File: config.mk
export PLATFORM = sky130hd
export DESIGN_NAME = dcm_reset_sequencer_flat
export DESIGN_NICKNAME = d
export VERILOG_FILES = /design/src/rtl/dcm_seq_pkg.sv /design/src/rtl/dcm_reset_sequencer_if.sv /design/src/rtl/dcm_reset_sequencer_lock_sync.sv /design/src/rtl/dcm_reset_sequencer.sv /design/src/flat_wrapper.sv
export SDC_FILE = /design/constraint.sdc
export NUM_CORES = 1
export LEC_CHECK = 0
export ABC_AREA = 1
export BUFFER_PORTS_ARGS = -buffer_cell sky130_fd_sc_hd__buf_4
export CORE_ASPECT_RATIO = 1.4
export CORE_MARGIN = 2
export CORE_UTILIZATION = 46
export DETAILED_ROUTE_END_ITERATION = 8
export PLACE_DENSITY = 0.77
export SLEW_MARGIN = 10
export SYNTH_ARGS = -nofsm -noshare
export SYNTH_HDL_FRONTEND = slang
export SYNTH_SLANG_ARGS = --single-unit
File: constraint.sdc
create_clock -name input_clk -period 1.3 [get_ports input_clk]
set_clock_uncertainty 0.05 [all_clocks]
set_input_delay 0.065 -clock input_clk [delete_from_list [all_inputs] [get_ports input_clk]]
set_output_delay 0.065 -clock input_clk [all_outputs]
set_load 0.1 [all_outputs]
File: src/rtl/dcm_seq_pkg.sv
// dcm_seq_pkg: shared definitions for the DCM reset sequencer and the
// board-level LED/status decode that interprets seq_state.
package dcm_seq_pkg;

    localparam int NUM_CHAN   = 3;   // bit0 main, bit1 two, bit2 sram
    localparam int TIMER_W    = 16;
    localparam int LOSS_CNT_W = 8;

    // Encodings are fixed so that external decode logic can rely on them.
    localparam logic [1:0] SEQ_ENC_WAIT_LOCK = 2'd0;
    localparam logic [1:0] SEQ_ENC_DCM_RST   = 2'd1;
    localparam logic [1:0] SEQ_ENC_STABLE    = 2'd2;
    localparam logic [1:0] SEQ_ENC_RUN       = 2'd3;

    typedef enum logic [1:0] {
        WAIT_LOCK = SEQ_ENC_WAIT_LOCK,
        DCM_RST   = SEQ_ENC_DCM_RST,
        STABLE    = SEQ_ENC_STABLE,
        RUN       = SEQ_ENC_RUN
    } seq_state_e;

    // Saturating increment for the lock-loss event counter.
    function automatic logic [LOSS_CNT_W-1:0] sat_inc(input logic [LOSS_CNT_W-1:0] v);
        return (v == {LOSS_CNT_W{1'b1}}) ? v : v + 1'b1;
    endfunction

endpackage

File: src/rtl/dcm_reset_sequencer_if.sv
// dcm_reset_sequencer_if: lock inputs and reset/status outputs of the
// sequencer. lock_loss_count exists only when DCM_LOCK_LOSS_COUNT_EN is defined.
// master = the sequencer, slave = the DCM/status side.
interface dcm_reset_sequencer_if;
    import dcm_seq_pkg::*;

    logic [NUM_CHAN-1:0] dcm_locked_in;
    logic [NUM_CHAN-1:0] dcm_reset_out;
    logic                sys_reset_n;
    logic                all_locked;
    logic [1:0]          seq_state;
`ifdef DCM_LOCK_LOSS_COUNT_EN
    logic [LOSS_CNT_W-1:0] lock_loss_count;

    modport master (
        input  dcm_locked_in,
        output dcm_reset_out, sys_reset_n, all_locked, seq_state, lock_loss_count
    );
    modport slave (
        output dcm_locked_in,
        input  dcm_reset_out, sys_reset_n, all_locked, seq_state, lock_loss_count
    );
`else
    modport master (
        input  dcm_locked_in,
        output dcm_reset_out, sys_reset_n, all_locked, seq_state
    );
    modport slave (
        output dcm_locked_in,
        input  dcm_reset_out, sys_reset_n, all_locked, seq_state
    );
`endif
endinterface

File: src/rtl/dcm_reset_sequencer_lock_sync.sv
// lock_sync: two-flop synchronizer for one asynchronous DCM LOCKED flag,
// cleared asynchronously so the sequencer sees "unlocked" during reset.
module lock_sync (
    input  logic clk,
    input  logic clr_n,
    input  logic d,
    output logic q
);
    logic meta_q;
    logic sync_q;

    // Two-stage capture of the asynchronous flag.
    always_ff @(posedge clk or negedge clr_n) begin
        if (!clr_n) begin
            meta_q <= 1'b0;
            sync_q <= 1'b0;
        end else begin
            meta_q <= d;
            sync_q <= meta_q;
        end
    end

    assign q = sync_q;
endmodule

File: src/rtl/dcm_reset_sequencer.sv
// dcm_reset_sequencer: waits for the DCMs to lock, pulses DCM reset on
// channels that fail to lock in time, and releases the downstream system
// reset after a run of consecutive locked cycles.
// Optional lock-loss counter: define DCM_LOCK_LOSS_COUNT_EN.
module dcm_reset_sequencer
    import dcm_seq_pkg::*;
#(
    parameter int                  LOCK_TIMEOUT   = 50000,
    parameter int                  DCM_RST_CYCLES = 10,
    parameter int                  STABLE_CYCLES  = 1024,
    parameter logic [NUM_CHAN-1:0] CHAN_MASK      = 3'b111
) (
    input  logic                   input_clk,
    input  logic                   reset_n,
    dcm_reset_sequencer_if.master  bus
);
    // All timer compares are equalities against parameter-1, so the timer never wraps.
    localparam logic [TIMER_W-1:0] LOCK_LAST   = TIMER_W'(LOCK_TIMEOUT - 1);
    localparam logic [TIMER_W-1:0] RST_LAST    = TIMER_W'(DCM_RST_CYCLES - 1);
    localparam logic [TIMER_W-1:0] STABLE_LAST = TIMER_W'(STABLE_CYCLES - 1);

    logic [NUM_CHAN-1:0] lock_sync_w;
    logic                all_locked_d, all_locked_q;
    seq_state_e          state_d, state_q;
    logic [TIMER_W-1:0]  timer_d, timer_q;
    logic [NUM_CHAN-1:0] rst_out_d, rst_out_q;
    logic                sys_rst_n_d, sys_rst_n_q;
`ifdef DCM_LOCK_LOSS_COUNT_EN
    logic [LOSS_CNT_W-1:0] loss_cnt_d, loss_cnt_q;
`endif

    generate
        for (genvar gi = 0; gi < NUM_CHAN; gi++) begin : g_sync
            lock_sync u_lock_sync (
                .clk   (input_clk),
                .clr_n (reset_n),
                .d     (bus.dcm_locked_in[gi]),
                .q     (lock_sync_w[gi])
            );
        end
    endgenerate

    // Unmonitored channels read as locked; an empty mask is always locked.
    assign all_locked_d = &(lock_sync_w | ~CHAN_MASK);

    // Next-state logic. The FSM acts on the same synchronized lock value that
    // is registered into all_locked, so state and all_locked change together.
    always_comb begin
        state_d   = state_q;
        timer_d   = timer_q;
        rst_out_d = rst_out_q;
`ifdef DCM_LOCK_LOSS_COUNT_EN
        loss_cnt_d = loss_cnt_q;
`endif
        case (state_q)
            WAIT_LOCK: begin
                if (all_locked_d) begin
                    state_d = STABLE;
                    timer_d = '0;
                end else if (timer_q == LOCK_LAST) begin
                    // Only the channels still unlocked get reset; the mask is
                    // held in rst_out_q for the whole pulse.
                    state_d   = DCM_RST;
                    timer_d   = '0;
                    rst_out_d = CHAN_MASK & ~lock_sync_w;
                end else begin
                    timer_d = timer_q + 1'b1;
                end
            end
            DCM_RST: begin
                // Lock changes are ignored here: the pulse always runs full width.
                if (timer_q == RST_LAST) begin
                    state_d   = WAIT_LOCK;
                    timer_d   = '0;
                    rst_out_d = '0;
                end else begin
                    timer_d = timer_q + 1'b1;
                end
            end
            STABLE: begin
                if (!all_locked_d) begin
                    state_d = WAIT_LOCK;
                    timer_d = '0;
                end else if (timer_q == STABLE_LAST) begin
                    state_d = RUN;
                    timer_d = '0;
                end else begin
                    timer_d = timer_q + 1'b1;
                end
            end
            RUN: begin
                if (!all_locked_d) begin
                    state_d = WAIT_LOCK;
                    timer_d = '0;
`ifdef DCM_LOCK_LOSS_COUNT_EN
                    loss_cnt_d = sat_inc(loss_cnt_q);
`endif
                end
            end
            default: begin
                state_d   = WAIT_LOCK;
                timer_d   = '0;
                rst_out_d = '0;
            end
        endcase
        // Rises one cycle after RUN entry, falls on the same edge RUN is left.
        sys_rst_n_d = (state_q == RUN) && (state_d == RUN);
    end

    // State and registered outputs; reset clears the DCM pulse asynchronously.
    always_ff @(posedge input_clk or negedge reset_n) begin
        if (!reset_n) begin
            state_q      <= WAIT_LOCK;
            timer_q      <= '0;
            rst_out_q    <= '0;
            sys_rst_n_q  <= 1'b0;
            all_locked_q <= 1'b0;
`ifdef DCM_LOCK_LOSS_COUNT_EN
            loss_cnt_q   <= '0;
`endif
        end else begin
            state_q      <= state_d;
            timer_q      <= timer_d;
            rst_out_q    <= rst_out_d;
            sys_rst_n_q  <= sys_rst_n_d;
            all_locked_q <= all_locked_d;
`ifdef DCM_LOCK_LOSS_COUNT_EN
            loss_cnt_q   <= loss_cnt_d;
`endif
        end
    end

    assign bus.dcm_reset_out = rst_out_q;
    assign bus.sys_reset_n   = sys_rst_n_q;
    assign bus.all_locked    = all_locked_q;
    assign bus.seq_state     = state_q;
`ifdef DCM_LOCK_LOSS_COUNT_EN
    assign bus.lock_loss_count = loss_cnt_q;
`endif

endmodule

File: src/flat_wrapper.sv
// flat-port wrapper written by rule: the top's interface ports become plain ports
module dcm_reset_sequencer_flat import dcm_seq_pkg::*;
#(
    parameter int                  LOCK_TIMEOUT   = 50000,
    parameter int                  DCM_RST_CYCLES = 10,
    parameter int                  STABLE_CYCLES  = 1024,
    parameter logic [NUM_CHAN-1:0] CHAN_MASK      = 3'b111
)
  (input_clk, reset_n, bus_dcm_locked_in, bus_dcm_reset_out, bus_sys_reset_n, bus_all_locked, bus_seq_state);
  dcm_reset_sequencer_if bus_i ();
  input  logic input_clk;
  input  logic reset_n;
  input wire logic [$bits(bus_i.dcm_locked_in)-1:0] bus_dcm_locked_in;
  output wire logic [$bits(bus_i.dcm_reset_out)-1:0] bus_dcm_reset_out;
  output wire logic [$bits(bus_i.sys_reset_n)-1:0] bus_sys_reset_n;
  output wire logic [$bits(bus_i.all_locked)-1:0] bus_all_locked;
  output wire logic [$bits(bus_i.seq_state)-1:0] bus_seq_state;
  assign bus_i.dcm_locked_in = bus_dcm_locked_in;
  assign bus_dcm_reset_out = bus_i.dcm_reset_out;
  assign bus_sys_reset_n = bus_i.sys_reset_n;
  assign bus_all_locked = bus_i.all_locked;
  assign bus_seq_state = bus_i.seq_state;
  dcm_reset_sequencer #(.LOCK_TIMEOUT(LOCK_TIMEOUT), .DCM_RST_CYCLES(DCM_RST_CYCLES), .STABLE_CYCLES(STABLE_CYCLES), .CHAN_MASK(CHAN_MASK)) u_core (.input_clk(input_clk), .reset_n(reset_n), .bus(bus_i));
endmodule
Word-level counts from Yosys, hierarchy flattened

Cells that the tools add are included.

Bits in registers: 29
Output and inout port bits: 7
Word-level logic and storage cells: 47

Bitwise operators: 1
Add/sub/neg operators: 1
Equal/unequal tests: 11
Mux-type cells: 18
Reductions and logical operators: 5

Operators by type and width:

| kind                                                   | count |
|---|---|
| 2-to-1 mux 16 bit                                      | 6 |
| case mux 16 bit (4 select lines)                       | 1 |
| adder 16 x 1 -> 16 bit (second input constant)         | 1 |
| equality test 16 x 10 -> 1 bit (second input constant) | 1 |
| equality test 16 bit (second input constant)           | 1 |
| equality test 16 x 4 -> 1 bit (second input constant)  | 1 |
| 2-to-1 mux 2 bit                                       | 6 |
| 2-to-1 mux 3 bit                                       | 3 |
| case mux 2 bit (4 select lines)                        | 1 |
| equality test 2 bit (second input constant)            | 3 |
| case mux 3 bit (2 select lines)                        | 1 |
| != test 2 x 1 -> 1 bit (second input constant)         | 2 |
| != test 2 bit (second input constant)                  | 2 |
| AND reduction 4 bit                                    | 1 |
| NOT 3 bit                                              | 1 |
| AND reduction 3 bit                                    | 1 |
| equality test 2 x 1 -> 1 bit (second input constant)   | 1 |
| logical NOT 2 bit                                      | 1 |
| nonzero test 2 bit                                     | 1 |
| logical AND 1 bit                                      | 1 |

Logic depth before layout (Yosys ltp)

Gate-level depths: netlist (run 1).

Word-level depth: 6
Gate-level depth with buffers: 10
Gate-level depth less buffers: 9

By module

From an unflattened synthesis (run 1), not the netlist that was laid out.

Cells, all modules: 190
Area total of the unflattened synthesis: 1465.2 um2

Modules (own cells, without submodules):

| module              | cells an instance | times used | seq. area each (um2) | area each (um2) |
|---|---|---|---|---|
| dcm_reset_sequencer | 184               | 1          | 575.6                | 1315.0 |
| lock_sync           | 2                 | 3          | 50.0                 | 50.0 |

Worst setup path after synthesis (run 1)

No wires, ideal clock.

Kind: input to register
From: in u_core.bus.seq_state[1]
To: reg u_core.timer_q[8]
Path buffers: 2
Data arrival time: 1.857 ns
Stages on the path: 7
Slack: -0.680 ns
Cell sequence: dfrtp_1 -> nand2_2 -> nor2_8 -> inv_6 -> buf_6 -> buf_12 -> a21oi_2

Word-level cells in the longest chain between the ends: 2

RTL lines:

| what                                                              | RTL line                     | text |
|---|---|---|
| start, declared                                                   | dcm_reset_sequencer_if.sv:26 | `output dcm_reset_out, sys_reset_n, all_locked, seq_state` |
| equality test 2 bit, or another cell as far along                 | dcm_reset_sequencer.sv:55    | `case (state_q)` |
| case mux 16 bit (4 select lines) or != test 2 bit (tied branches) | n/a                          |  |
| end signal, assigned                                              | dcm_reset_sequencer.sv:123   | `timer_q <= timer_d;` |
| end, declared                                                     | dcm_reset_sequencer.sv:25    | `logic [TIMER_W-1:0] timer_d, timer_q;` |

Parallel ways exist; a longest one is shown, timed or not.
A chain may end at the register's enable or synchronous reset.

Final worst setup path (run 1)

From: in u_core.timer_q[1]
To: reg u_core.timer_q[7]

Word-level cells in the longest chain between the ends: 4

RTL lines:

| what                                                 | RTL line |
|---|---|
| adder 16 x 1 -> 16 bit, or another cell as far along | dcm_reset_sequencer.sv:67, dcm_reset_sequencer.sv:77, dcm_reset_sequencer.sv:88 |
| 2-to-1 mux 16 bit, on equally long branches          | dcm_reset_sequencer.sv:84, dcm_reset_sequencer.sv:60 |
| 2-to-1 mux 16 bit, on equally long branches          | dcm_reset_sequencer.sv:81, dcm_reset_sequencer.sv:57 |
| case mux 16 bit (4 select lines) *                   | dcm_reset_sequencer.sv:55 |

Every way passes the cells marked *; elsewhere a longest branch is shown, timed or not.

==> flow_metrics.py, run 1 <==
metrics = {
    "final_layout": {
        "layout-drive-gt1-share": 0.4436,
        "area_of_all_placed_cells_without_fillers_um2": 2315,
        "nNetsFinal": 263,
        "num-fill-cells": 259,
        "area_delta_synth_final_pct": 42.75,
        "antenna_cells_inserted": 0,
    },
    "critical_path": {
        "cp.arrival_ns": 1.69,
        "worst-r2r-cell-count": 8,
        "crit_fanout": 7,
        "cp.required_ns": 1.42,
        "ff2ff_setup_slack_ns": -0.27,
        "worst_r2r_startpoint": "u_core.timer_q[1]$_DFFE_PN0P_",
        "slowest_delay_ns": 0.40,
        "crit_path_capture_type": "flop",
        "cp_cell_sequence": "ha_4 -> nand4_1 -> nor2_2 -> nand3_1 -> nand2_1 -> inv_2 -> nand2_8 -> a21oi_2",
        "path_class": "reg2reg",
        "critical-path-top-delay-family": "simple AND/OR/NAND/NOR gates",
        "worstPathBufferInverterCount": 1,
        "cp_slowest_cell": "sky130_fd_sc_hd__dfrtp_1",
        "crit-reg2reg-capture": "u_core.timer_q[7]$_DFFE_PN0P_",
        "worstSetupStartpointType": "flop",
    },
    "grt": {
        "antenna_found_initial": 0,
        "first_global_vias": 1585,
        "wire_length_of_the_first_global_routing_pass_um": 7031,
        "grtUsageTotal": 0.2475,
        "grt_max_degree": 30,
        "globalRouteOverflowTotal": 0,
    },
    "clocking": {
        "cts.htree.levels": 2,
        "clock-sinks": 29,
        "clk_root_buffer_cell": "sky130_fd_sc_hd__clkbuf_8",
        "clk-insertion-delay-late_ns": 0.29,
        "clk_transition_reported_paths_ns": 0.06,
        "tritoncts_clock_tree": "yes",
        "cts-root-to-sink-buffers": 2,
        "cts_made_buffers": 5,
    },
    "sta": {
        "final_setup_slack_of_the_worst_path_ns": -0.2749,
        "setup-tns-final_ns": -4.853,
        "final_setup_violating_endpoints": 20,
        "worst_slew_margin_rel": 0.7435,
        "min_period_ns": 1.575,
        "rsz0062_at_grt": "true",
        "finalHoldViolations": 0,
        "pin_slew_with_the_least_headroom_to_its_limit_ns": 0.3848,
        "max_slew_violations": 0,
        "layout_worst_path_cycle_share": 1.211,
        "achievable-frequency_mhz": 635.0,
    },
    "placement": {
        "hpwlAfterDp_um": 2636,
        "io_buffers": 11,
        "detailedPlace.worstSlack_ns": -0.3726,
        "dpl_cell_area_um2": 2016,
        "routabilityCongestion": 0.8301,
    },
    "floorplanning": {
        "die_width_um": 54.18,
        "die-height_um": 74.25,
        "initial_core_util": 0.4800,
        "placementRows": 25,
        "io_pins": 12,
        "die_area_um2": 4023,
        "core_area_um2": 3378,
    },
    "status": {
        "status": "finished with violations",
        "violations_in_the_final_reports": "setup timing",
    },
    "synthesis": {
        "yosys_register_bits": 29,
        "syn_area_um2": 1622,
        "top_cells_by_instance_count_after_synthesis": "sky130_fd_sc_hd__nand2_1 (43), sky130_fd_sc_hd__nor2_1 (30), sky130_fd_sc_hd__dfrtp_1 (29), sky130_fd_sc_hd__inv_1 (18), sky130_fd_sc_hd__nand3_1 (14)",
        "cell_type_with_the_largest_total_area_after_synthesis": "sky130_fd_sc_hd__dfrtp_1",
        "ys_async_sr_fraction": 1.000,
        "avgSynthCellArea_um2": 8.316,
        "syn-num-nets": 202,
        "netlist_instances": 195,
        "synthTopCellsByArea": "sky130_fd_sc_hd__dfrtp_1 (45%), sky130_fd_sc_hd__nand2_1 (10%), sky130_fd_sc_hd__nor2_1 (6.9%), sky130_fd_sc_hd__a21oi_2 (5.4%), sky130_fd_sc_hd__nand3_1 (4.3%)",
        "synth-edff-count": 0,
        "yosysUniqueCellTypes": 28,
        "synth_largest_type_area_fraction": 0.4475,
        "yosysWarnings": 0,
        "most_frequent_cell_after_synthesis": "sky130_fd_sc_hd__nand2_1",
        "synthFlopType": "sky130_fd_sc_hd__dfrtp_1",
        "synth.yosys.seq_area_share": 0.4475,
    },
    "drt": {
        "detail_route.iter0.violations": 40,
        "routed_wire_length_per_instance_um": 14.21,
        "routed_via_density": 5.246,
        "count_of_nets_left_with_antenna_violations_after_detail_routing": 0,
        "detailroute.via_count": 1558,
        "first_pass_iters": 4,
        "drc": 0,
        "totalWireLength_um": 4221,
    },
    "job": {
        "maxCapViolations": 0,
    },
    "pwr": {
        "vdd_ir_drop_max_mv": 0.7163,
        "power.density_cell_area_nw_per_um2": 1014,
        "power.static_leakage_nw": 1.100,
    },
    "min_path": {
        "worst_hold_path_type": "in2async",
    },
}
[layout make-up]
cell class / count / area [um^2] / share of cell area
Multi-Input combinational cell: 143 / 899.6 / 0.3886
Sequential cell: 29 / 738.2 / 0.3189
Timing Repair Buffer: 57 / 445.4 / 0.1924
Clock buffer: 7 / 96.34 / 0.04162
Inverter: 20 / 80.08 / 0.03459
Tap cell: 40 / 50.05 / 0.02162
Clock inverter: 1 / 5.005 / 0.002162
[metrics by stage]
| step | util | hold WS [ns] | std cells | power (mW) |
|---|---|---|---|---|
| after floorplan | - | -0.2806 | 195 | 1.257 |
| after global placement | 0.5967 | -0.04880 | 280 | 1.384 |
| after detailed placement | 0.5967 | -0.04336 | 280 | 1.398 |
| after CTS | 0.6704 | 0.2001 | 296 | 2.319 |
| after global routing | 0.6852 | 0.2345 | 297 | 2.451 |
| final | 0.6852 | 0.1980 | 297 | 2.347 |
[registers in the layout, summed over array words and instances, names as in the netlist]
register,cells
u_core.timer_q,16
u_core.bus.sys_reset_n,1
u_core.bus.dcm_reset_out,3
u_core.g_sync.u_lock_sync.q,3
u_core.bus.all_locked,1
u_core.bus.seq_state,2
u_core.g_sync.u_lock_sync.meta_q,3
[how the worst max path moves through the flow]
| stage | slack (ns) | depth (start not counted) | start | to |
|---|---|---|---|---|
| 5_1_grt | -0.37 | 8 | u_core.timer_q[13]$_DFFE_PN0P_ | u_core.timer_q[0]$_DFFE_PN0P_ |
| 3_5_place_dp | -0.37 | 8 | u_core.timer_q[1]$_DFFE_PN0P_ | u_core.timer_q[0]$_DFFE_PN0P_ |
| 6_report | -0.27 | 8 | u_core.timer_q[1]$_DFFE_PN0P_ | u_core.timer_q[7]$_DFFE_PN0P_ |
| 2_1_floorplan | -0.22 | 9 | u_core.bus.seq_state[0]$_DFF_PN0_ | u_core.timer_q[8]$_DFFE_PN0P_ |
| 4_1_cts | -0.21 | 9 | u_core.timer_q[1]$_DFFE_PN0P_ | u_core.timer_q[7]$_DFFE_PN0P_ |
| 3_3_place_gp | -0.32 | 8 | u_core.timer_q[1]$_DFFE_PN0P_ | u_core.timer_q[0]$_DFFE_PN0P_ |
[report_power, final]
part	internal, mW	switching [mW]
sequential	0.973	0.0986
combinational	0.218	0.235
clock	0.477	0.345
[cells by family after synthesis]
group | share of synthesized area
flip-flops | 0.4475
AND/OR/NAND/NOR | 0.3125
adder cells (fa/ha/maj) | 0.01543
buffers and inverters | 0.08101
XOR/XNOR | 0.04861
AO/OA/AOI/OAI | 0.09490
[layout by cell type (no fill, tap or decap), types with 4 or more instances in the layout]
master / count
sky130_fd_sc_hd__dfrtp_1: 23
sky130_fd_sc_hd__a21oi_2: 11
sky130_fd_sc_hd__nor2_2: 9
sky130_fd_sc_hd__o21ai_0: 4
sky130_fd_sc_hd__buf_4: 51
sky130_fd_sc_hd__dfrtp_2: 4
sky130_fd_sc_hd__nand2_1: 38
sky130_fd_sc_hd__nor2_1: 21
sky130_fd_sc_hd__xor2_1: 7
sky130_fd_sc_hd__nand3_1: 11
sky130_fd_sc_hd__o21ai_1: 4
sky130_fd_sc_hd__nand4_1: 7
sky130_fd_sc_hd__dlygate4sd3_1: 4
sky130_fd_sc_hd__clkbuf_8: 7
sky130_fd_sc_hd__nor2_4: 4
sky130_fd_sc_hd__inv_1: 16
sky130_fd_sc_hd__nand2_2: 4
[what timing repair did]
item	CTS	global route
cloned	1	0
hold endpoints to repair	32	0
gates resized for setup	18	15
setup endpoints to repair	20	20
pin swaps	14	11
setup buffers	3	1
hold buffers	4	0
[routing by layer]
layer	wire, um	track usage
met5	0	0
met4	137	0.1361
met3	177	0.05221
met2	2273	0.4351
met1	1633	0.2667
Note: power is estimated with default switching activity, not from simulation.
==> run 2, diff against run 1 <==
--- a/config.mk
+++ b/config.mk
@@ -9,9 +9,9 @@
 export BUFFER_PORTS_ARGS = -buffer_cell sky130_fd_sc_hd__buf_4
 export CORE_ASPECT_RATIO = 1.4
 export CORE_MARGIN = 2
-export CORE_UTILIZATION = 46
+export CORE_UTILIZATION = 53
 export DETAILED_ROUTE_END_ITERATION = 8
-export PLACE_DENSITY = 0.77
+export PLACE_DENSITY = 0.85
 export SLEW_MARGIN = 10
 export SYNTH_ARGS = -nofsm -noshare
 export SYNTH_HDL_FRONTEND = slang
==> flow_metrics.py, run 2 (synthesized netlist as in run 1, its figures left out) <==
metrics = {
    "sta": {
        "rsz0062_at_grt": "true",
        "layout_worst_path_cycle_share": 1.398,
        "pin_slew_with_the_least_headroom_to_its_limit_ns": 0.3840,
        "finalHoldViolations": 0,
        "setup-tns-final_ns": -8.835,
        "min_period_ns": 1.817,
        "achievable-frequency_mhz": 550.4,
        "final_setup_slack_of_the_worst_path_ns": -0.5169,
        "final_setup_violating_endpoints": 20,
        "max_slew_violations": 0,
        "worst_slew_margin_rel": 0.7440,
    },
    "clocking": {
        "clk_root_buffer_cell": "sky130_fd_sc_hd__clkbuf_8",
        "clock-sinks": 29,
        "clk_transition_reported_paths_ns": 0.06,
        "tritoncts_clock_tree": "yes",
        "cts-root-to-sink-buffers": 2,
        "cts.htree.levels": 2,
        "cts_made_buffers": 5,
        "clk-insertion-delay-late_ns": 0.29,
    },
    "critical_path": {
        "crit_path_capture_type": "flop",
        "cp.required_ns": 1.41,
        "path_common_cell": "sky130_fd_sc_hd__nand2_1",
        "crit_fanout": 8,
        "path_class": "reg2reg",
        "slowest_delay_ns": 0.43,
        "cp_slowest_cell": "sky130_fd_sc_hd__dfrtp_1",
        "cp_cell_sequence": "nand2_1 -> inv_1 -> nand2_1 -> nor2_1 -> nand2_1 -> nand2_1 -> nand3_4 -> nand2_8 -> a21oi_4",
        "cp.arrival_ns": 1.93,
        "worstSetupStartpointType": "flop",
    },
    "drt": {
        "count_of_nets_left_with_antenna_violations_after_detail_routing": 0,
        "detail_route.iter0.violations": 117,
        "first_pass_iters": 5,
        "detailroute.via_count": 1691,
        "routed_wire_length_per_instance_um": 18.21,
        "totalWireLength_um": 5335,
        "routed_via_density": 5.771,
        "drc": 0,
    },
    "pwr": {
        "internal_power_mw": 1.651,
        "vdd_ir_drop_max_mv": 1.026,
        "power.total_mw": 2.390,
        "power.share.combinational": 0.198,
        "power.switching_uw": 738.6,
        "power.static_leakage_nw": 1.093,
        "p_seq_frac": 0.453,
        "power.density_cell_area_nw_per_um2": 1031,
        "sw_frac_of_total": 0.3091,
        "proportion_of_power_drawn_by_the_clock_network": 0.350,
    },
    "placement": {
        "hpwlAfterDp_um": 2940,
        "routabilityCongestion": 0.8627,
        "io_buffers": 11,
        "dpl_cell_area_um2": 2019,
    },
    "grt": {
        "globalRouteOverflowTotal": 0,
        "antenna_found_initial": 0,
        "grt_max_degree": 30,
        "wire_length_of_the_first_global_routing_pass_um": 7755,
        "first_global_vias": 1644,
        "grtUsageTotal": 0.2989,
    },
    "final_layout": {
        "most_frequent_standard_cell_in_the_layout_excluding_fill_and_tap_cells": "sky130_fd_sc_hd__buf_4",
        "area_of_all_placed_cells_without_fillers_um2": 2317,
        "layout-drive-gt1-share": 0.4258,
        "nNetsFinal": 262,
        "antenna_cells_inserted": 0,
        "largest_register_ff_count": 16,
        "area_delta_synth_final_pct": 42.90,
        "top_register": "u_core.timer_q",
        "mostFrequentLayoutCells": "sky130_fd_sc_hd__buf_4 (50), sky130_fd_sc_hd__nand2_1 (41), sky130_fd_sc_hd__dfrtp_1 (26)",
    },
    "floorplanning": {
        "io_pins": 12,
        "initial_core_util": 0.5635,
        "die-height_um": 69.45,
        "die_area_um2": 3524,
        "die_width_um": 50.75,
        "placementRows": 23,
        "core_area_um2": 2878,
    },
    "min_path": {
        "worst_hold_path_type": "in2async",
    },
    "status": {
        "status": "finished with violations",
        "violations_in_the_final_reports": "setup timing",
    },
    "job": {
        "maxCapViolations": 0,
    },
}
-- run 2: final cells by class --
type	instances	area, um^2
multi-input combinational	143	917.1
sequential	29	734.5
fill	151	560.5
timing repair buffer	56	437.9
clock buffer	7	96.34
inverter	20	80.08
tap	37	46.29
clock inverter	1	5.005
-- run 2: critical path, delay by kind of cell, from the launching register on --
kind / cells / cell delay (ns)
buffers and inverters: 1 / 0.13
DFF: 1 / 0.43
AOI/OAI and AO/OA: 1 / 0.07
and+or+nand+nor: 7 / 1.00
-- run 2: metrics by stage --
step	cells	util	worst slack [ns]	hold WS, ns
after CTS	292	0.7687	-0.2764	0.2004
final	293	0.8052	-0.5169	0.1918
after detailed placement	278	0.7017	-0.3225	-0.04118
after global routing	293	0.8052	-0.5593	0.2187
after global placement	278	0.7017	-0.2699	-0.05235
after floorplan	195	-	-0.2196	-0.2806
-- run 2: power groups by stage --
stage                     logic (mW)  registers, mW  clock network (mW)
after floorplan                0.206           1.05                   0
after detailed placement       0.358           1.06                   0
after CTS                      0.387           1.05               0.832
after global routing           0.502           1.09               0.876
final                          0.472           1.08               0.835
after global placement         0.340           1.06                   0
-- run 2: path summary, 6_finish.rpt --
path                                                          startpoint                                            end  slack [ns]  depth (start not counted)
min in group input_clk     u_core.g_sync[2].u_lock_sync.meta_q$_DFF_PN0_       u_core.g_sync[2].u_lock_sync.q$_DFF_PN0_        0.30                          0
min reg2reg                u_core.g_sync[2].u_lock_sync.meta_q$_DFF_PN0_       u_core.g_sync[2].u_lock_sync.q$_DFF_PN0_        0.30                          0
min                                                              reset_n  u_core.g_sync[0].u_lock_sync.meta_q$_DFF_PN0_        0.19                          2
max                                        u_core.timer_q[8]$_DFFE_PN0P_                 u_core.timer_q[11]$_DFFE_PN0P_       -0.52                          9
max reg2reg                                u_core.timer_q[8]$_DFFE_PN0P_                 u_core.timer_q[11]$_DFFE_PN0P_       -0.52                          9
max in group asynchronous                                        reset_n              u_core.bus.seq_state[0]$_DFF_PN0_        0.70                          2
-- run 2: repair_timing --
action                                  CTS  global route
hold buffers                              4             0
pin swaps                                 5            15
buffers inserted                          1             1
gates resized for setup                   6            27
hold endpoints to repair                 32             0
cloned                                    1             0
endpoints found under the setup margin   20            21
-- run 2: per-layer routing --
metal | vias to the layer above | track usage | routed length [um]
li1 | 749 | - | -
met1 | 809 | 0.3338 | 1956
met2 | 104 | 0.5102 | 2745
met3 | 29 | 0.06466 | 362
met4 | 0 | 0.1712 | 271
met5 | - | 0 | 0
==> run 3, diff against run 2 <==
--- a/config.mk
+++ b/config.mk
@@ -9,10 +9,11 @@
 export BUFFER_PORTS_ARGS = -buffer_cell sky130_fd_sc_hd__buf_4
 export CORE_ASPECT_RATIO = 1.4
 export CORE_MARGIN = 2
-export CORE_UTILIZATION = 53
+export CORE_UTILIZATION = 52
 export DETAILED_ROUTE_END_ITERATION = 8
 export PLACE_DENSITY = 0.85
 export SLEW_MARGIN = 10
 export SYNTH_ARGS = -nofsm -noshare
 export SYNTH_HDL_FRONTEND = slang
+export SYNTH_HIERARCHICAL = 1
 export SYNTH_SLANG_ARGS = --single-unit
==> flow_metrics.py, run 3 <==
metrics = {
    "status": {
        "status": "finished with violations",
        "violations_in_the_final_reports": "setup timing",
    },
    "pwr": {
        "power.total_mw": 2.281,
        "power.density_cell_area_nw_per_um2": 1061,
        "vdd_ir_drop_max_mv": 0.8043,
        "power.static_leakage_nw": 1.099,
    },
    "synthesis": {
        "ys_async_sr_fraction": 1.000,
        "synthMuxAreaShare": 0,
        "syn-num-nets": 197,
        "synth_simple_gate_area_share": 0.3476,
        "main_combinational_cell_family_by_area_after_synthesis": "simple AND/OR/NAND/NOR gates",
        "synth_compound_gate_area_share": 0.02733,
        "synth-adder-area-share": 0.01708,
        "yosysUniqueCellTypes": 21,
        "synthTopCellsByArea": "sky130_fd_sc_hd__dfrtp_1 (50%), sky130_fd_sc_hd__nand2_1 (15%), sky130_fd_sc_hd__nor2_1 (11%), sky130_fd_sc_hd__inv_1 (5.1%), sky130_fd_sc_hd__nand3_1 (4.4%)",
        "netlist_instances": 190,
        "cell_type_with_the_largest_total_area_after_synthesis": "sky130_fd_sc_hd__dfrtp_1",
        "synthFlopType": "sky130_fd_sc_hd__dfrtp_1",
        "synth.yosys.seq_area_share": 0.4953,
        "syn_area_um2": 1465,
        "synth_largest_type_area_fraction": 0.4953,
        "most_frequent_cell_after_synthesis": "sky130_fd_sc_hd__nand2_1",
        "yosys.area_share.xor_xnor": 0.05380,
        "yosysWarnings": 6,
        "top_cells_by_instance_count_after_synthesis": "sky130_fd_sc_hd__nand2_1 (57), sky130_fd_sc_hd__nor2_1 (42), sky130_fd_sc_hd__dfrtp_1 (29), sky130_fd_sc_hd__inv_1 (20), sky130_fd_sc_hd__nand3_1 (13)",
        "avgSynthCellArea_um2": 7.711,
        "yosys_register_bits": 29,
        "synth-edff-count": 0,
    },
    "sta": {
        "final_setup_slack_of_the_worst_path_ns": -0.3597,
        "finalHoldViolations": 0,
        "pin_slew_with_the_least_headroom_to_its_limit_ns": 0.3539,
        "final_setup_violating_endpoints": 20,
        "rsz0062_at_grt": "true",
        "achievable-frequency_mhz": 602.5,
        "min_period_ns": 1.660,
        "worst_slew_margin_rel": 0.7632,
        "layout_worst_path_cycle_share": 1.277,
        "max_slew_violations": 0,
    },
    "drt": {
        "routed_wire_length_per_instance_um": 13.91,
        "first_pass_iters": 4,
        "detail_route.iter0.violations": 97,
        "drc": 0,
        "routed_via_density": 5.226,
        "detailroute.via_count": 1500,
        "totalWireLength_um": 3993,
        "count_of_nets_left_with_antenna_violations_after_detail_routing": 0,
    },
    "floorplanning": {
        "placementRows": 22,
        "die-height_um": 66.81,
        "io_pins": 12,
        "die_area_um2": 3264,
        "core_area_um2": 2643,
        "die_width_um": 48.86,
        "initial_core_util": 0.5545,
    },
    "critical_path": {
        "ff2ff_setup_slack_ns": -0.36,
        "worstPathBufferInverterCount": 2,
        "timing.critical_path.from": "u_core/timer_q[1]$_DFFE_PN0P_",
        "crit-reg2reg-capture": "u_core/timer_q[13]$_DFFE_PN0P_",
        "cp_cell_sequence": "inv_1 -> ha_2 -> nand3_2 -> nor2_2 -> nand2_2 -> nand2_2 -> nand3_4 -> nor2_4 -> buf_12 -> nor2_1",
        "crit_path_capture_type": "flop",
        "slowest_delay_ns": 0.41,
        "worst-r2r-cell-count": 10,
        "critical-path-top-delay-family": "simple AND/OR/NAND/NOR gates",
        "crit_fanout": 15,
        "path_common_cell": "sky130_fd_sc_hd__nand2_2",
        "worst_r2r_startpoint": "u_core/timer_q[1]$_DFFE_PN0P_",
        "worstSetupStartpointType": "flop",
        "path_class": "reg2reg",
        "cp.arrival_ns": 1.84,
        "cp_slowest_cell": "sky130_fd_sc_hd__dfrtp_1",
        "cp.required_ns": 1.48,
    },
    "clocking": {
        "clk_transition_reported_paths_ns": 0.09,
        "cts_made_buffers": 5,
        "cts.htree.levels": 2,
        "clk-insertion-delay-late_ns": 0.33,
        "clk_root_buffer_cell": "sky130_fd_sc_hd__clkbuf_4",
        "tritoncts_clock_tree": "yes",
        "clock-sinks": 29,
        "cts-root-to-sink-buffers": 2,
    },
    "final_layout": {
        "most_frequent_standard_cell_in_the_layout_excluding_fill_and_tap_cells": "sky130_fd_sc_hd__nand2_1",
        "largest_register_ff_count": 16,
        "mostFrequentLayoutCells": "sky130_fd_sc_hd__nand2_1 (47), sky130_fd_sc_hd__buf_4 (46), sky130_fd_sc_hd__nor2_1 (31)",
        "nNetsFinal": 257,
        "antenna_cells_inserted": 0,
        "num-fill-cells": 158,
        "layout-drive-gt1-share": 0.3865,
        "area_delta_synth_final_pct": 46.80,
        "area_of_all_placed_cells_without_fillers_um2": 2151,
        "top_register": "u_core/timer_q",
    },
    "grt": {
        "globalRouteOverflowTotal": 0,
        "first_global_vias": 1484,
        "grtUsageTotal": 0.2686,
        "grt_max_degree": 30,
        "wire_length_of_the_first_global_routing_pass_um": 6486,
        "antenna_found_initial": 0,
    },
    "placement": {
        "hpwlAfterDp_um": 2516,
        "routabilityCongestion": 0.8537,
        "dpl_cell_area_um2": 1927,
        "io_buffers": 11,
    },
    "min_path": {
        "worst_hold_path_type": "in2async",
    },
    "job": {
        "maxCapViolations": 0,
    },
}
-- run 3: how the worst max path moves through the flow --
stage | to | cells after the start
after floorplan | u_core/timer_q[7]$_DFFE_PN0P_ | 9
after global placement | u_core/timer_q[10]$_DFFE_PN0P_ | 10
after detailed placement | u_core/timer_q[12]$_DFFE_PN0P_ | 9
after CTS | u_core/timer_q[12]$_DFFE_PN0P_ | 10
after global routing | u_core/timer_q[7]$_DFFE_PN0P_ | 10
final | u_core/timer_q[13]$_DFFE_PN0P_ | 10
-- run 3: metrics by stage --
stage               instances  hold WS, ns  setup TNS [ns]  utilization  setup slack, ns
floorplan                 190      -0.2806          -2.695            -          -0.2098
CTS                       288       0.1288          -5.201       0.8045          -0.2734
global route              287       0.1615          -8.535       0.8139          -0.4616
finish                    287       0.1368          -6.724       0.8139          -0.3597
detailed placement        269     -0.04670          -5.520       0.7292          -0.3165
global placement          269     -0.05074          -4.315       0.7292          -0.2479
-- run 3: cell families (layout without fill, tap and decap cells) --
family | after synthesis | count (layout)
AOI/OAI and AO/OA | 7 | 7
xor gates and xnor gates | 9 | 9
adders and majority gates | 2 | 2
buffers and inverters | 21 | 82
DFF | 29 | 29
and+or+nand+nor | 122 | 122
-- run 3: routing by layer --
metal | vias to the layer above | GRT usage | part of all wire
li1 | 704 | - | -
met1 | 720 | 0.2985 | 0.39
met2 | 59 | 0.4932 | 0.53
met3 | 17 | 0.04036 | 0.058
met4 | 0 | 0.1429 | 0.026
met5 | - | 0 | 0
-- run 3: power breakdown --
part           internal, mW  switching (mW)
clock                 0.313           0.310
combinational         0.240           0.353
sequential            0.983          0.0835
total                  1.54           0.746
-- run 3: layout make-up --
class | instances | area (um^2) | share of cell area
Inverter | 20 | 75.07 | 0.03490
Clock buffer | 7 | 65.06 | 0.03025
Timing Repair Buffer | 54 | 447.9 | 0.2083
Tap cell | 36 | 45.04 | 0.02094
Clock inverter | 1 | 5.005 | 0.002327
Sequential cell | 29 | 733.2 | 0.3409
Multi-Input combinational cell | 140 | 779.5 | 0.3624
-- run 3: worst reg2reg max path, stage by stage (launching register included) --
cell                      delay [ns]
sky130_fd_sc_hd__dfrtp_1        0.41
sky130_fd_sc_hd__inv_1          0.07
sky130_fd_sc_hd__ha_2           0.16
sky130_fd_sc_hd__nand3_2        0.08
sky130_fd_sc_hd__nor2_2         0.12
sky130_fd_sc_hd__nand2_2        0.09
sky130_fd_sc_hd__nand2_2        0.12
sky130_fd_sc_hd__nand3_4        0.11
sky130_fd_sc_hd__nor2_4         0.14
sky130_fd_sc_hd__buf_12         0.14
sky130_fd_sc_hd__nor2_1         0.06
-- run 3: timing repair --
item | CTS | global route
endpoints found under the setup margin | 20 | 20
gates resized for setup | 9 | 11
pin swaps | 1 | 2
hold buffers | 4 | 0
buffers inserted | 7 | 0
endpoints found under the hold margin | 32 | 0
